===== config.mk =====
export PLATFORM = sky130hd
export DESIGN_NAME = conv_window_sequencer
export DESIGN_NICKNAME = d
export VERILOG_FILES = /design/src/rtl/conv_window_sequencer_pkg.sv /design/src/rtl/conv_window_sequencer_line_buffer.sv /design/src/rtl/conv_window_sequencer.sv
export SDC_FILE = /design/constraint.sdc
export NUM_CORES = 1
export LEC_CHECK = 0
export CORE_ASPECT_RATIO = 0.75
export CORE_MARGIN = 5
export CORE_UTILIZATION = 45
export CTS_CLUSTER_SIZE = 8
export DETAILED_ROUTE_END_ITERATION = 7
export GPL_TIMING_DRIVEN = 1
export HOLD_SLACK_MARGIN = 0.08
export PLACE_DENSITY_LB_ADDON = 0.25
export SLEW_MARGIN = 30
export SYNTH_ARGS = -nofsm -noshare
export SYNTH_HDL_FRONTEND = slang
export SYNTH_SLANG_ARGS = --single-unit

===== constraint.sdc =====
create_clock -name clk -period 3.58 [get_ports clk]
set_input_delay 0.716 -clock clk [delete_from_list [all_inputs] [get_ports clk]]
set_output_delay 0.716 -clock clk [all_outputs]
set_load 0.02 [all_outputs]

===== src/rtl/conv_window_sequencer_pkg.sv =====
// conv_pkg: shared widths, kernel-select and sequencer state types for the 3x3 convolution front end.
package conv_pkg;
  localparam int PIX_W = 8;
  localparam int WIN_N = 9;
  typedef enum logic [1:0] {KSEL_CLEAR = 2'd0, KSEL_SOBX = 2'd1, KSEL_SOBY = 2'd2, KSEL_BLUR = 2'd3} ksel_e;
  typedef enum logic [1:0] {ST_IDLE, ST_RUN, ST_FLUSH, ST_DONE} state_e;
endpackage


===== src/rtl/conv_window_sequencer_line_buffer.sv =====
// conv_line_buffer: two-row pixel store; reads return pre-write contents, a write ages row B into row A.
module conv_line_buffer
  import conv_pkg::*;
#(
  parameter int IMG_W = 64
) (
  input  logic                     clk,
  input  logic                     we_i,
  input  logic [$clog2(IMG_W)-1:0] addr_i,
  input  logic [PIX_W-1:0]         wr_data_i,
  output logic [PIX_W-1:0]         rd_a_o,
  output logic [PIX_W-1:0]         rd_b_o
);
  logic [PIX_W-1:0] row_a_q [IMG_W];
  logic [PIX_W-1:0] row_b_q [IMG_W];
  assign rd_a_o = row_a_q[addr_i];
  assign rd_b_o = row_b_q[addr_i];
  always_ff @(posedge clk) begin
    if (we_i) begin
      row_a_q[addr_i] <= row_b_q[addr_i];
      row_b_q[addr_i] <= wr_data_i;
    end
  end
endmodule


===== src/rtl/conv_window_sequencer.sv =====
// conv_window_sequencer: streams a raster frame into 3x3 windows for the convolution datapath.
// Optional CONV_FRAME_CNT_EN adds a 16-bit completed-frame counter; otherwise frame_count is 0.
module conv_window_sequencer
  import conv_pkg::*;
#(
  parameter int IMG_W = 64,
  parameter int IMG_H = 64
) (
  input  logic                   clk,
  input  logic                   resetn,
  input  logic                   start,
  input  logic [1:0]             kernel_sel_in,
  input  logic                   pix_valid,
  input  logic [PIX_W-1:0]       pix_data,
  output logic                   pix_ready,
  output logic [WIN_N*PIX_W-1:0] window,
  output logic [1:0]             kernel_sel,
  output logic                   conv_ena,
  output logic                   out_valid,
  output logic                   busy,
  output logic                   frame_done,
  output logic [15:0]            frame_count
);
  localparam int CW = $clog2(IMG_W);
  localparam int RW = $clog2(IMG_H);
  state_e                 state_q;
  ksel_e                  ksel_q;
  logic [CW-1:0]          col_q;
  logic [RW-1:0]          row_q;
  logic [WIN_N*PIX_W-1:0] win_q, win_d;
  logic                   conv_ena_q, out_valid_q;
  logic [PIX_W-1:0]       new_col [3];
  logic                   acc, col_wrap, row_wrap;
  assign acc      = pix_valid && state_q == ST_RUN;
  assign col_wrap = col_q == CW'(IMG_W - 1);
  assign row_wrap = row_q == RW'(IMG_H - 1);
  conv_line_buffer #(.IMG_W(IMG_W)) u_lb (
    .clk      (clk),
    .we_i     (acc),
    .addr_i   (col_q),
    .wr_data_i(pix_data),
    .rd_a_o   (new_col[0]),
    .rd_b_o   (new_col[1])
  );
  assign new_col[2] = pix_data;
  // Each window row shifts toward column 0; the newest column enters at column 2.
  always_comb begin
    win_d = win_q;
    for (int r = 0; r < 3; r++) begin
      win_d[PIX_W*(3*r)+:PIX_W]   = win_q[PIX_W*(3*r+1)+:PIX_W];
      win_d[PIX_W*(3*r+1)+:PIX_W] = win_q[PIX_W*(3*r+2)+:PIX_W];
      win_d[PIX_W*(3*r+2)+:PIX_W] = new_col[r];
    end
  end
  always_ff @(posedge clk) begin
    if (!resetn) begin
      state_q     <= ST_IDLE;
      ksel_q      <= KSEL_CLEAR;
      col_q       <= '0;
      row_q       <= '0;
      win_q       <= '0;
      conv_ena_q  <= 1'b0;
      out_valid_q <= 1'b0;
    end else begin
      conv_ena_q  <= acc && row_q >= RW'(2) && col_q >= CW'(2);
      out_valid_q <= conv_ena_q;
      if (acc) begin
        win_q <= win_d;
        col_q <= col_wrap ? '0 : col_q + 1'b1;
        if (col_wrap) row_q <= row_wrap ? '0 : row_q + 1'b1;
      end
      case (state_q)
        ST_IDLE: if (start) begin
          state_q <= ST_RUN;
          ksel_q  <= ksel_e'(kernel_sel_in);
          col_q   <= '0;
          row_q   <= '0;
        end
        ST_RUN:   if (acc && col_wrap && row_wrap) state_q <= ST_FLUSH;
        ST_FLUSH: state_q <= ST_DONE;
        default:  state_q <= ST_IDLE;
      endcase
    end
  end
  assign pix_ready  = state_q == ST_RUN;
  assign busy       = state_q != ST_IDLE;
  assign frame_done = state_q == ST_DONE;
  assign window     = win_q;
  assign kernel_sel = ksel_q;
  assign conv_ena   = conv_ena_q;
  assign out_valid  = out_valid_q;
`ifdef CONV_FRAME_CNT_EN
  logic [15:0] frame_cnt_q;
  always_ff @(posedge clk) begin
    if (!resetn) frame_cnt_q <= '0;
    else if (state_q == ST_DONE) frame_cnt_q <= frame_cnt_q + 16'd1;
  end
  assign frame_count = frame_cnt_q;
`else
  assign frame_count = '0;
`endif
endmodule


== Word-level counts from Yosys, hierarchy flattened ==
Memories as Yosys holds them, arrays and structs flattened. A register that Yosys moved wholly into a read port is not among the register bits.
Cells that the tools add are included.
W data, S select, Z words.
Operators by class
  add/subtract/negate cells: 2
  order comparisons: 2
  equal/unequal tests: 7
  muxes and demuxes: 15
  reductions and logical operators: 10
Operators by type and width (number)
  $mux W6: 10
  $add A6 B1 Y6 const B: 2
  $eq A6 B6 Y1 const B: 2
  $ge A6 B2 Y1 const B: 2
  $pmux W2 S3: 1
  $logic_and A1 B1 Y1: 5
  $eq A2 B2 Y1 const B: 2
  $mux W2: 2
  $reduce_and A2 Y1: 2
  $eq A2 B1 Y1 const B: 1
  $logic_not A2 Y1: 1
  $mux W1: 2
  $ne A2 B1 Y1 const B: 1
  $ne A2 B2 Y1 const B: 1
  $reduce_bool A2 Y1: 1
  $logic_not A1 Y1: 1
Word-level totals
  flip-flop bits (word level): 90
  memory bits (writable): 1024
  output and inout bits: 95
  memories kept: 2
Memories
  u_lb.row_a_q: depth 64, width 8, read ports 1, clocked after Yosys merged registers in 1, wr ports 1, line conv_window_sequencer_line_buffer.sv:14  | logic [PIX_W-1:0] row_a_q [IMG_W];
  u_lb.row_b_q: depth 64, width 8, read ports 1, clocked after Yosys merged registers in 1, wr ports 1, line conv_window_sequencer_line_buffer.sv:15  | logic [PIX_W-1:0] row_b_q [IMG_W];

== Longest topological paths before layout ==
  depth after elaboration: 6
  depth in mapped cells: 11
  gate-level depth less buffers: 8

== By module ==
From an unflattened synthesis, not the netlist that was laid out.
Second synthesis, totals
  cell total of the unflattened synthesis: 2667
  area, all modules: 42939.9 um^2
Modules (own cells, without submodules)
  conv_line_buffer: instances 1, cells an instance 2237, area an instance 39306.4 um^2, seq. area each 30749.5 um^2
  conv_window_sequencer: instances 1, cells an instance 430, area an instance 3633.5 um^2, seq. area each 1801.7 um^2

== Least setup slack after synthesis ==
OpenSTA, ideal clock, no wires.
  path type: register to register
  from: reg, netlist name col_q[2]
  to: mem u_lb.row_a_q[0][1], data pin
  setup time: 0.601 ns
  arrival: 2.599 ns
  data required time: 2.979 ns
  setup slack: 0.379 ns
  stages on the path, launching flop included: 11
  path buffers: 4
  clock period less this slack: 3.201 ns
  cell sequence: dfxtp_1 -> buf_6 -> buf_4 -> buf_4 -> buf_2 -> mux2i_1 -> nor2_1 -> a2111oi_0 -> o21ai_0 -> a21oi_1 -> nand3_1
RTL lines (line)
  end, declared: conv_window_sequencer_line_buffer.sv:14

==> impl_metrics.yaml <==
timing:
  skew_ns: 0.0288
  tns_ns: 0
  tightest_slew_ns: 1.05
  rsz0062_at_grt: "no"
  fmax_mhz: 290
  slew_viol_final: 0
  setup_slack_ns: 0.128
  fin_crit_sh: 0.964
  maxSlewHeadroom: 0.303
  setup_viol: 0
  min_period_ns: 3.45
  finalHoldViolCount: 0
drt:
  wl_per_cell_um: 34.1
  via_per_inst: 6.43
  first_pass_iters: 8
  totalWireLength_mm: 146
  drc: 0
  ant_nets: 0
  vias: 27631
  drtIter0Drc: 4302
clock_network:
  clockBufferDepth: 3
  clock-sinks: 1114
  clock_insertion_delay_worst_skew_ns: 0.76
  cts_made_buffers: 157
  htree_levels: 4
  clockRootBuffer: "clkbuf_16"
  path_clk_slew_ns: 0.05
  cts_tree: "built"
floorplan:
  top_level_ports: 109
  start_util: 0.453
  core_um2: 95300
  placementRows: 98
  dieWidth_um: 368
  fp.dieH_um: 278
  dieArea_um2: 102000
place:
  dp_hpwl_mm: 94.4
  dp.cells: 4070
  portBuffers: 92
  routabilityCongestion: 0.962
  pre_cts_ws_ns: 0.0984
run_status:
  status: "complete, no violations"
layout:
  drive_gt1_frac: 0.198
  multiInputGateArea_um2: 9690
  finalNetCount: 3003
  fin_cells: 4295
  regArea_um2: 32600
  fillers: 7494
  n_antenna_cell: 0
  syn_to_final_growth_pct: 20.0
logic_synthesis:
  syn-mean-instance-area_um2: 16.4
  ys.flop_type: "edfxtp_1"
  synthTopCellsByArea: "edfxtp_1 71%, dfxtp_1 4.2%, a22oi_1 2.3%"
  syn_inst: 2639
  synth_top_cell_by_area: "edfxtp_1"
  async_reset_ff_frac: 0
  yosysSeqAreaShare: 0.754
  synth_edf_count: 1024
  ys_ff_latch: 1114
  yosysWarnings: 0
  synth_cell_types: 74
  syn-cell-area_um2: 43200
  synth_top_area_frac: 0.712
setup_path:
  critPathLaunchType: "flip-flop"
  rr_endpoint: "u_lb.row_a_q[11][4]$_DFFE_PP_"
  cp_max_fo: 26
  path_class: "reg2reg"
  worstPathArrival_ns: 3.92
  r2r_cells: 8
  r2r_setup_slack_ns: 0.13
  timing.rr.start: "col_q[1]$_SDFF_PN0_"
  crit_path_end_kind: "flip-flop"
  required_ns: 4.05
power_and_ir_drop:
  leakage_nw: 16.5
  peakVddDrop_mv: 0.555
  powerDensity_nw_per_um2: 641
grt:
  grt_antenna_before_repair: 5
  grt_pass1_wl_mm: 206
  grt_max_degree: 66
  grt_usage: 0.283
  grt_overflow_total: 0
  grt_pass1_vias: 26721
min_path:
  holdCritStartpoint: "pix_data[5]"
  min_path_type: "in2reg"
  holdPathEnd: "u_lb.row_b_q[31][5]$_DFFE_PP_"
  holdPathStages: 1
run:
  maxCapViolCount: 0
==> sequential cells by signal, summed over array words and instances, names as in the netlist <==
signal        count
u_lb.row_a_q    512
u_lb.row_b_q    512
window           72
col_q             6
row_q             6
kernel_sel        2
state_q           2
conv_ena          1
out_valid         1
==> routing by layer <==
layer / global-route usage / vias up / share of wire
met1: 0.408 / 14139 / 0.40
li1: - / 11264 / -
met5: 0 / - / 0.00041
met3: 0.0927 / 276 / 0.14
met4: 0.0964 / 8 / 0.032
met2: 0.405 / 1944 / 0.43
==> what timing repair did <==
action | 4_1_cts | 5_1_grt
endpoints found under the setup margin | 0 | 147
hold buffers | 0 | 0
buffers inserted | 0 | 1
resized for setup | 0 | 2
==> worst max path at each step <==
stage	from	to	slack, ns	depth (start not counted)
floorplan	col_q[2]$_SDFF_PN0_	u_lb.row_a_q[0][1]$_DFFE_PP_	0.38	10
global placement	col_q[2]$_SDFF_PN0_	u_lb.row_a_q[15][3]$_DFFE_PP_	0.07	9
detailed placement	col_q[2]$_SDFF_PN0_	u_lb.row_a_q[37][2]$_DFFE_PP_	0.1	10
CTS	col_q[2]$_SDFF_PN0_	u_lb.row_a_q[37][2]$_DFFE_PP_	0.05	10
global route	col_q[0]$_SDFF_PN0_	u_lb.row_a_q[14][1]$_DFFE_PP_	0.006	9
finish	col_q[1]$_SDFF_PN0_	u_lb.row_a_q[11][4]$_DFFE_PP_	0.13	8
==> final cells by class <==
cell class,count,share of cell area
Clock inverter,10,0.00321
Tap cell,1250,0.0302
Inverter,7,0.000507
Multi-Input combinational cell,1324,0.187
Clock buffer,214,0.0820
Sequential cell,1114,0.629
Timing Repair Buffer,376,0.0684
==> power by group <==
part	switching (mW)	internal, mW	total [mW]
Combinational	3.12	1.44	4.56
Clock	5.33	8.17	13.5
Sequential	0.149	15.0	15.2
==> logic make-up (layout without fill, tap and decap cells) <==
logic type	count (synthesis)	in the layout	synth area share
mux	193	193	0.0586
simple gates	460	460	0.0479
xor+xnor	6	6	0.00122
buf+inv	216	607	0.0251
other cells	1	16	0.0000869
fa+ha+maj	9	9	0.00261
flops	1114	1114	0.754
compound gates	640	640	0.110
==> stage by stage <==
| step | utilization | cell area [µm²] | power (mW) | hold slack (ns) |
|---|---|---|---|---|
| 2_1_floorplan | - | 43200 | 17.4 | 0.463 |
| 3_3_place_gp | 0.497 | 47400 | 19.8 | 0.451 |
| 3_5_place_dp | 0.497 | 47400 | 19.8 | 0.460 |
| 4_1_cts | 0.543 | 51800 | 33.3 | 0.333 |
| 5_1_grt | 0.544 | 51800 | 34.2 | 0.361 |
| 6_report | 0.544 | 51800 | 33.2 | 0.375 |
==> Yosys cell counts, types with 25 or more instances <==
master	number
a22oi_1	134
nand2_1	187
dfxtp_1	90
a21oi_1	62
edfxtp_1	1024
buf_2	72
clkbuf_1	71
a22o_1	25
nor2_1	140
mux2i_1	95
buf_4	39
nor3_1	27
a21boi_0	59
o21ai_0	57
o22ai_1	54
mux2_2	55
mux4_2	42
a221oi_1	96
==> placed cells by master, fill, tap and decap left out, drive strengths merged, types with 83 or more instances in the layout <==
cell / netlist / layout
mux2i: 95 / 95
dfxtp: 90 / 90
buf: 138 / 293
clkbuf: 71 / 214
a22oi: 135 / 135
nand2: 187 / 187
a221oi: 96 / 96
nor2: 141 / 141
clkdlybuf4s50: 0 / 83
edfxtp: 1024 / 1024
==> critical path, stage by stage, from the launching register on <==
cell	delay [ns]
dfxtp_4	0.46
buf_4	0.44
mux2i_1	0.37
o22ai_1	0.14
a211oi_1	0.71
o221ai_1	0.19
a21oi_1	0.25
nand2_2	0.28
buf_4	0.29
Note: power is estimated with default switching activity, not from simulation.
